--- src/rtl/pa_mem_arbiter_pkg.sv ---
// Shared types and constants for the memory-port arbiter: request/response
// structs, default sizing and the fixed requester port assignment.
package pa_mem_arbiter_pkg;

  localparam int PHY_ADDR_LEN        = 32;
  localparam int XLEN                = 32;
  localparam int MEM_NUM_PORTS       = 3;
  localparam int MEM_MAX_OUTSTANDING = 4;

  localparam int MEM_PORT_IF  = 0;
  localparam int MEM_PORT_MRD = 1;
  localparam int MEM_PORT_MWR = 2;

  typedef struct packed {
    logic                    valid;
    logic                    we;
    logic [PHY_ADDR_LEN-1:0] addr;
    logic [XLEN-1:0]         wdata;
  } mem_req_t;

  typedef struct packed {
    logic            valid;
    logic [XLEN-1:0] data;
  } mem_resp_t;

  // Single-step modulo for values known to be below 2*n.
  function automatic int unsigned rr_wrap(input int unsigned v, input int unsigned n);
    return (v >= n) ? (v - n) : v;
  endfunction

endpackage

--- src/rtl/pa_id_fifo.sv ---
// Small FIFO holding the issuing-port index of each in-flight memory request,
// so in-order responses can be steered back to the right requester.
module pa_id_fifo #(
  parameter int WIDTH = 2,
  parameter int DEPTH = 4
) (
  input  logic             clk,
  input  logic             rst_n,
  input  logic             push,
  input  logic [WIDTH-1:0] push_data,
  input  logic             pop,
  output logic             full,
  output logic             empty,
  output logic [WIDTH-1:0] head
);

  localparam int PTR_W = $clog2(DEPTH);
  localparam int CNT_W = PTR_W + 1;

  logic [WIDTH-1:0] mem_q [DEPTH];
  logic [PTR_W-1:0] wr_ptr_q, wr_ptr_d;
  logic [PTR_W-1:0] rd_ptr_q, rd_ptr_d;
  logic [CNT_W-1:0] count_q, count_d;
  logic             do_push, do_pop;

  assign full    = (count_q == CNT_W'(DEPTH));
  assign empty   = (count_q == '0);
  assign head    = mem_q[rd_ptr_q];
  assign do_push = push && !full;
  assign do_pop  = pop && !empty;

  // Pointers wrap naturally because DEPTH is a power of two.
  always_comb begin
    wr_ptr_d = wr_ptr_q;
    rd_ptr_d = rd_ptr_q;
    count_d  = count_q;
    if (do_push) wr_ptr_d = wr_ptr_q + 1'b1;
    if (do_pop)  rd_ptr_d = rd_ptr_q + 1'b1;
    count_d = count_q + CNT_W'(do_push) - CNT_W'(do_pop);
  end

  always_ff @(posedge clk or negedge rst_n) begin
    if (!rst_n) begin
      wr_ptr_q <= '0;
      rd_ptr_q <= '0;
      count_q  <= '0;
    end else begin
      wr_ptr_q <= wr_ptr_d;
      rd_ptr_q <= rd_ptr_d;
      count_q  <= count_d;
    end
  end

  always_ff @(posedge clk) begin
    if (do_push) mem_q[wr_ptr_q] <= push_data;
  end

endmodule

--- src/rtl/pa_mem_arbiter.sv ---
// Round-robin arbiter merging NUM_PORTS requesters onto one in-order memory
// port; response routing comes from an ID FIFO of issuing-port indices.
module pa_mem_arbiter
  import pa_mem_arbiter_pkg::*;
#(
  parameter int NUM_PORTS       = MEM_NUM_PORTS,
  parameter int MAX_OUTSTANDING = MEM_MAX_OUTSTANDING,
  parameter int ADDR_W          = PHY_ADDR_LEN,
  parameter int DATA_W          = XLEN
) (
  input  logic                              clk,
  input  logic                              rst_n,
  input  logic [NUM_PORTS-1:0]              req_valid,
  output logic [NUM_PORTS-1:0]              req_ready,
  input  logic [NUM_PORTS-1:0]              req_we,
  input  logic [NUM_PORTS-1:0][ADDR_W-1:0]  req_addr,
  input  logic [NUM_PORTS-1:0][DATA_W-1:0]  req_wdata,
  output logic [NUM_PORTS-1:0]              resp_valid,
  output logic [DATA_W-1:0]                 resp_data,
  output logic                              mem_req_valid,
  input  logic                              mem_req_ready,
  output logic                              mem_req_we,
  output logic [ADDR_W-1:0]                 mem_req_addr,
  output logic [DATA_W-1:0]                 mem_req_wdata,
  input  logic                              mem_resp_valid,
  input  logic [DATA_W-1:0]                 mem_resp_data,
  output logic                              err
);

  localparam int IDX_W = (NUM_PORTS > 1) ? $clog2(NUM_PORTS) : 1;

  logic [IDX_W-1:0] rr_ptr_q, rr_ptr_d;
  logic [IDX_W-1:0] cand;
  logic [IDX_W-1:0] head;
  logic             any_valid;
  logic             fifo_full, fifo_empty;
  logic             fire, pop;
  logic             err_q, err_d;

  // Candidate: first valid port scanning upward from rr_ptr with wrap.
  always_comb begin
    cand      = rr_ptr_q;
    any_valid = 1'b0;
    for (int i = 0; i < NUM_PORTS; i++) begin
      logic [IDX_W-1:0] idx;
      idx = IDX_W'(rr_wrap(32'(rr_ptr_q) + 32'(i), 32'(NUM_PORTS)));
      if (!any_valid && req_valid[idx]) begin
        cand      = idx;
        any_valid = 1'b1;
      end
    end
  end

  // Outputs are gated with rst_n so they drop the instant reset asserts.
  assign mem_req_valid = rst_n && any_valid && !fifo_full;
  assign mem_req_we    = req_we[cand];
  assign mem_req_addr  = req_addr[cand];
  assign mem_req_wdata = req_wdata[cand];
  assign fire          = mem_req_valid && mem_req_ready;
  assign pop           = rst_n && mem_resp_valid && !fifo_empty;
  assign resp_data     = mem_resp_data;
  assign err           = err_q;

  always_comb begin
    req_ready  = '0;
    resp_valid = '0;
    for (int p = 0; p < NUM_PORTS; p++) begin
      req_ready[p]  = fire && (cand == IDX_W'(p));
      resp_valid[p] = pop && (head == IDX_W'(p));
    end
  end

  always_comb begin
    rr_ptr_d = rr_ptr_q;
    err_d    = err_q;
    if (fire) rr_ptr_d = IDX_W'(rr_wrap(32'(cand) + 32'd1, 32'(NUM_PORTS)));
    if (mem_resp_valid && fifo_empty) err_d = 1'b1;
  end

  always_ff @(posedge clk or negedge rst_n) begin
    if (!rst_n) begin
      rr_ptr_q <= '0;
      err_q    <= 1'b0;
    end else begin
      rr_ptr_q <= rr_ptr_d;
      err_q    <= err_d;
    end
  end

  pa_id_fifo #(
    .WIDTH (IDX_W),
    .DEPTH (MAX_OUTSTANDING)
  ) u_id_fifo (
    .clk       (clk),
    .rst_n     (rst_n),
    .push      (fire),
    .push_data (cand),
    .pop       (pop),
    .full      (fifo_full),
    .empty     (fifo_empty),
    .head      (head)
  );

endmodule

--- config.mk ---
export PLATFORM = sky130hd
export DESIGN_NAME = pa_mem_arbiter
export DESIGN_NICKNAME = d
export VERILOG_FILES = /design/src/rtl/pa_mem_arbiter_pkg.sv /design/src/rtl/pa_id_fifo.sv /design/src/rtl/pa_mem_arbiter.sv
export SDC_FILE = /design/constraint.sdc
export NUM_CORES = 1
export LEC_CHECK = 0
export CORE_AREA = 2 2 133 135
export DETAILED_ROUTE_END_ITERATION = 10
export DIE_AREA = 0 0 135 137
export PLACE_DENSITY_LB_ADDON = 0.15
export SYNTH_ARGS = -nofsm -noshare
export SYNTH_HDL_FRONTEND = slang
export SYNTH_SLANG_ARGS = --single-unit
--- constraint.sdc ---
create_clock -name clk -period 3.8 [get_ports clk]
set_input_delay 0.76 -clock clk [delete_from_list [all_inputs] [get_ports clk]]
set_output_delay 0.76 -clock clk [all_outputs]
set_load 0.01 [all_outputs]
# Word-level counts from Yosys, hierarchy flattened
# Memories as Yosys holds them, arrays and structs flattened.
# Cells that the tools add are included.
# classes
order_cmp,8
n_eq_ne,5
muxes,24
reduce_logical,23
add_sub_neg,11
# ops
op,count
binary-select mux 32 bit (select 2 bit),2
2-to-1 mux 32 bit,2
logical AND 1 bit,16
2-to-1 mux 2 bit,7
"less-than comparator 2 x 3 -> 1 bit, second input constant",4
">= comparator 3 x 2 -> 1 bit, second input constant",3
2-to-1 mux 1 bit,9
binary-select mux 1 bit (select 2 bit),4
"subtractor 2 bit, second input constant",4
"adder 2 x 1 -> 3 bit, second input constant",2
"adder 2 x 1 -> 2 bit, second input constant",2
"equality test 2 x 1 -> 1 bit, second input constant",2
"equality test 2 bit, second input constant",2
zero test 1 bit,4
zero test 2 bit,2
"adder 2 x 2 -> 3 bit, second input constant",1
adder 3 x 1 -> 3 bit,1
"equality test 3 bit, second input constant",1
zero test 3 bit,1
subtractor 3 x 1 -> 3 bit,1
">= comparator 2 bit, second input constant",1
# word_totals
ram_bits,8
memories,1
ff_bits,10
# memory_table
name,depth,word_bits,read_ports,rd_ports_with_merged_regs,write_ports,line,source
u_id_fifo.mem_q,4,2,1,0,1,pa_id_fifo.sv:20,logic [WIDTH-1:0] mem_q [DEPTH];

# Depth between registers and ports, before layout
# Gate-level depths: netlist (run 1).
# logic_depth
ltp_word,17
depth_mapped,14
ltp_nobuf,10

# Modules after synthesis
# A second synthesis (run 1) with hierarchy kept.
# unflattened
hier_cells,299
area_unflattened_um2,2946.6
# modules_own_cells
module,n_inst,cells_per_inst,seq_area_each_um2,area_each_um2
pa_mem_arbiter,1,247,75.1,2182.1
pa_id_fifo,1,52,415.4,764.5

# Worst setup path after synthesis (run 1)
# Ideal clock, no wire load.
# synth_path
path_type,register to output
start,register rr_ptr_q[1]
end,output port req_ready[1]
path_stages_with_launch,13
arrival_ns,2.386
slack_ns,0.654
t_required_ns,3.040
path_cell_list,dfrtp_1 inv_1 ha_1 mux2i_1 o21ai_1 nor4b_1 a211o_1 buf_2 buf_4 buf_2 inv_1 ha_1 and3_1
# synth_lines
item,line,source
from (decl),pa_mem_arbiter.sv:32,"logic [IDX_W-1:0] rr_ptr_q, rr_ptr_d;"
from (signal assigned),pa_mem_arbiter.sv:85,rr_ptr_q <= rr_ptr_d;
"parallel branches: the longest is 10 deep, another holds adder 2 x 1 -> 3 bit",-,
2-to-1 mux 2 bit *,pa_mem_arbiter.sv:47,if (!any_valid && req_valid[idx]) begin
named net cand[0],pa_mem_arbiter.sv:33,logic [IDX_W-1:0] cand;
equality test 2 x 1 -> 1 bit *,pa_mem_arbiter.sv:68,req_ready[p] = fire && (cand == IDX_W'(p));
logical AND 1 bit *,pa_mem_arbiter.sv:68,
to (decl),pa_mem_arbiter.sv:14,"output logic [NUM_PORTS-1:0] req_ready,"
# Mark *: on every way through the listed nets, which the timed path passes. The select of a mux whose other input is x is not followed.

# Worst setup path in the final report (run 1)
# layout_path
start,input port req_valid[0]
end,output port mem_req_addr[3]
# layout_via
elab_chain_len,11
# layout_lines
item,line,source
from (decl),pa_mem_arbiter.sv:13,"input logic [NUM_PORTS-1:0] req_valid,"
binary-select mux 1 bit (select 2 bit),pa_mem_arbiter.sv:47,
2-to-1 mux 1 bit (not written as such),pa_mem_arbiter.sv:47,
2-to-1 mux 1 bit,pa_mem_arbiter.sv:47,
zero test 1 bit,pa_mem_arbiter.sv:47,
logical AND 1 bit,pa_mem_arbiter.sv:47,
2-to-1 mux 1 bit,pa_mem_arbiter.sv:47,
zero test 1 bit,pa_mem_arbiter.sv:47,
logical AND 1 bit,pa_mem_arbiter.sv:47,
2-to-1 mux 2 bit *,pa_mem_arbiter.sv:47,
binary-select mux 32 bit (select 2 bit) *,pa_mem_arbiter.sv:57,assign mem_req_addr = req_addr[cand];
2-to-1 mux 32 bit (not written as such) *,pa_mem_arbiter.sv:57,
to (decl),pa_mem_arbiter.sv:23,"output logic [ADDR_W-1:0] mem_req_addr,"
# Every way passes the cells marked *; elsewhere a longest branch is shown, timed or not. The select of a mux whose other input is x is not followed.

==> flow_summary.json, run 1 <==
{
  "cts_tree": "done",
  "grt_first_pass_wirelength_mm": 24.33,
  "end_kind": "primary output",
  "cts_buffers": 3,
  "skew_ps": 1.536,
  "synthesis.area_um2": 3202,
  "overflow": 0,
  "numPortBuffers": 274,
  "clock_path_buffers": 2,
  "vdd_drop_max_mv": 0.5724,
  "vias": 4427,
  "period_share_pct": 97.52,
  "grt_max_degree": 48,
  "fp.dieW_um": 135,
  "crit_required_ps": 3040,
  "worstPathMaxFanout": 25,
  "core_area_um2": 17060,
  "hp-class": "register to register",
  "dpl.hpwl_mm": 13.03,
  "die_h_um": 137,
  "start_util_pct": 18.77,
  "whs_ps": 496.3,
  "place_congestion": 0.8476,
  "cp_data_arrival_time_ps": 2950,
  "seq_area_frac_synth_pct": 15.32,
  "syn2layout_area_growth_pct": 97.15,
  "firstDrtPassIters": 4,
  "drt_iter0_markers": 162,
  "clock-sinks": 18,
  "hold_violations": 0,
  "fmax_mhz": 269.9,
  "worstMarginPinSlew_ps": 414.3,
  "io-pin-count": 339,
  "avgRoutedWirePerCell_um": 18.27,
  "grt_pass1_vias": 4467,
  "min_period_ps": 3706,
  "synth-edff-count": 8,
  "detail-route-antenna-nets": 0,
  "drv_cap": 0,
  "final_common_cell": "clkdlybuf4s50_1",
  "drv_slew": 0,
  "post_dp_cell_area_um2": 6118,
  "drive_above_1_share_pct": 11.22,
  "fillers": 1824,
  "setup_violations": 0,
  "totalPowerFinal_uw": 7817,
  "synth.distinct_cells": 47,
  "critical_path_class": "input pin to primary output",
  "clk_latency_ps": 250,
  "synthArstFlopShare_pct": 55.56,
  "cts_max_level": 1,
  "setup_tns_ps": 0,
  "synth_nets": 700,
  "multiInputGateArea_um2": 2166,
  "relSlewSlack_pct": 72.09,
  "routed_wl_mm": 16.84,
  "status": "completed",
  "vias_per_cell": 4.802,
  "p_leak_uw": 0.002430,
  "synth_ff_type": "dfrtp_1",
  "nets": 945,
  "avgSynthCellArea_um2": 7.099,
  "grt_usage_pct": 16.53,
  "seq_area_um2": 490.5,
  "layout_common_cells": "clkdlybuf4s50_1, o21ai_1, a21oi_1",
  "antenna_found_initial": 2,
  "yosys_warnings": 0,
  "cts_hold_buf": 0,
  "clk_pin_slew_ps": 50,
  "power_density_nw_per_um2": 1238,
  "start_kind": "input pin",
  "rows": 48,
  "syn_inst": 451,
  "route.detailed.drc": 0,
  "synth-seq-cells": 18,
  "design_area_um2": 6312,
  "clockRootBuffer": "clkbuf_16",
  "fin_util_pct": 37.01,
  "die-area_um2": 18500
}
==> flip-flops by register name (all words and copies together) (netlist names) <==
| name | count |
|---|---|
| u_id_fifo.mem_q | 8 |
| u_id_fifo.count_q | 3 |
| rr_ptr_q | 2 |
| u_id_fifo.rd_ptr_q | 2 |
| u_id_fifo.wr_ptr_q | 2 |
| err | 1 |
==> through the flow <==
step | cells | worst slack [ps]
6_report | 922 | 94.40
5_1_grt | 922 | -0.5587
4_1_cts | 917 | 3.667
3_5_place_dp | 904 | -395.2
3_3_place_gp | 904 | -344.6
2_1_floorplan | 451 | 654.5
==> worst max-delay path: stages <==
cell and delay, ps:
dlygate4sd2_1 310, a21boi_1 150, a221o_1 320, o32ai_4 300, nor3b_4 110, buf_12 170
o21ai_0 360, a31oi_1 140, dlygate4sd2_1 300
==> cell usage after synthesis (4+ instances only) <==
cell type / number / share of area (%)
inv_1: 12 / 1.4
a31oi_1: 65 / 13
and3_1: 7 / 1.4
edfxtp_1: 8 / 7.5
nand3b_1: 4 / 0.94
a21oi_1: 66 / 10
nand2_1: 4 / 0.47
o21ai_1: 79 / 12
mux2i_1: 5 / 1.6
clkbuf_1: 15 / 1.8
dfrtp_1: 10 / 7.8
buf_12: 6 / 3.8
xnor2_1: 4 / 1.1
buf_2: 18 / 2.8
ha_1: 14 / 5.5
clkbuf_4: 5 / 1.2
buf_4: 38 / 8.9
o21ai_0: 57 / 8.9
==> final timing paths <==
kind	start	end	slack [ps]	cells after the start
hold reg to reg	err	err	500	1
max in group asynchronous	rst_n	u_id_fifo.rd_ptr_q[0]	2700	2
setup reg to reg	rr_ptr_q[1]	u_id_fifo.count_q[2]	890	11
hold / removal	err	err	500	1
setup / recovery	req_valid[0]	mem_req_addr[3]	90	9
min in group asynchronous	rst_n	err	720	1
==> report_power, final <==
| part | switching [uW] | leakage [uW] | internal, uW |
|---|---|---|---|
| combinational | 3880 | 0.00220 | 3370 |
| sequential | 50.2 | 0.000190 | 308 |
| clock | 70.3 | 0.0000385 | 140 |
| total | 4000 | 0.00243 | 3810 |
==> cells by family after synthesis <==
family	count (synthesis)	share of synthesized area [%]
AOI/OAI and AO/OA	277	47.64
buffers and inverters	96	20.09
and+or+nand+nor	33	6.526
DFF	18	15.32
adders and majority gates	15	6.096
muxes	7	2.970
xor gates and xnor gates	5	1.368
==> what timing repair did <==
item / in CTS / in global routing
setup endpoints to repair: 68 / 47
gates resized for setup: 78 / 19
buffers inserted: 9 / 2
pin swaps: 6 / 4
gates cloned: 0 / 1
==> per-layer routing <==
| metal | wire [um] | track usage (%) |
|---|---|---|
| met4 | 250 | 3.414 |
| met2 | 8852 | 30.77 |
| met1 | 6593 | 19.53 |
| met5 | 0 | 0 |
| met3 | 1144 | 3.481 |
==> layout make-up <==
class / count / area share, %
Antenna cell: 2 / 0.07929
Clock buffer: 3 / 1.189
Clock inverter: 1 / 0.05946
Inverter: 12 / 0.7136
Multi-Input combinational cell: 337 / 34.31
Sequential cell: 18 / 7.770
Tap cell: 225 / 4.460
Timing Repair Buffer: 324 / 51.42
Note: power is estimated with default switching activity, not from simulation.
==> inputs of run 2 (changes only) <==
CTS_CLUSTER_DIAMETER = 60   (was unset)
==> results of run 2 <==
Final layout, timing and power as in run 1 (identical DEF).
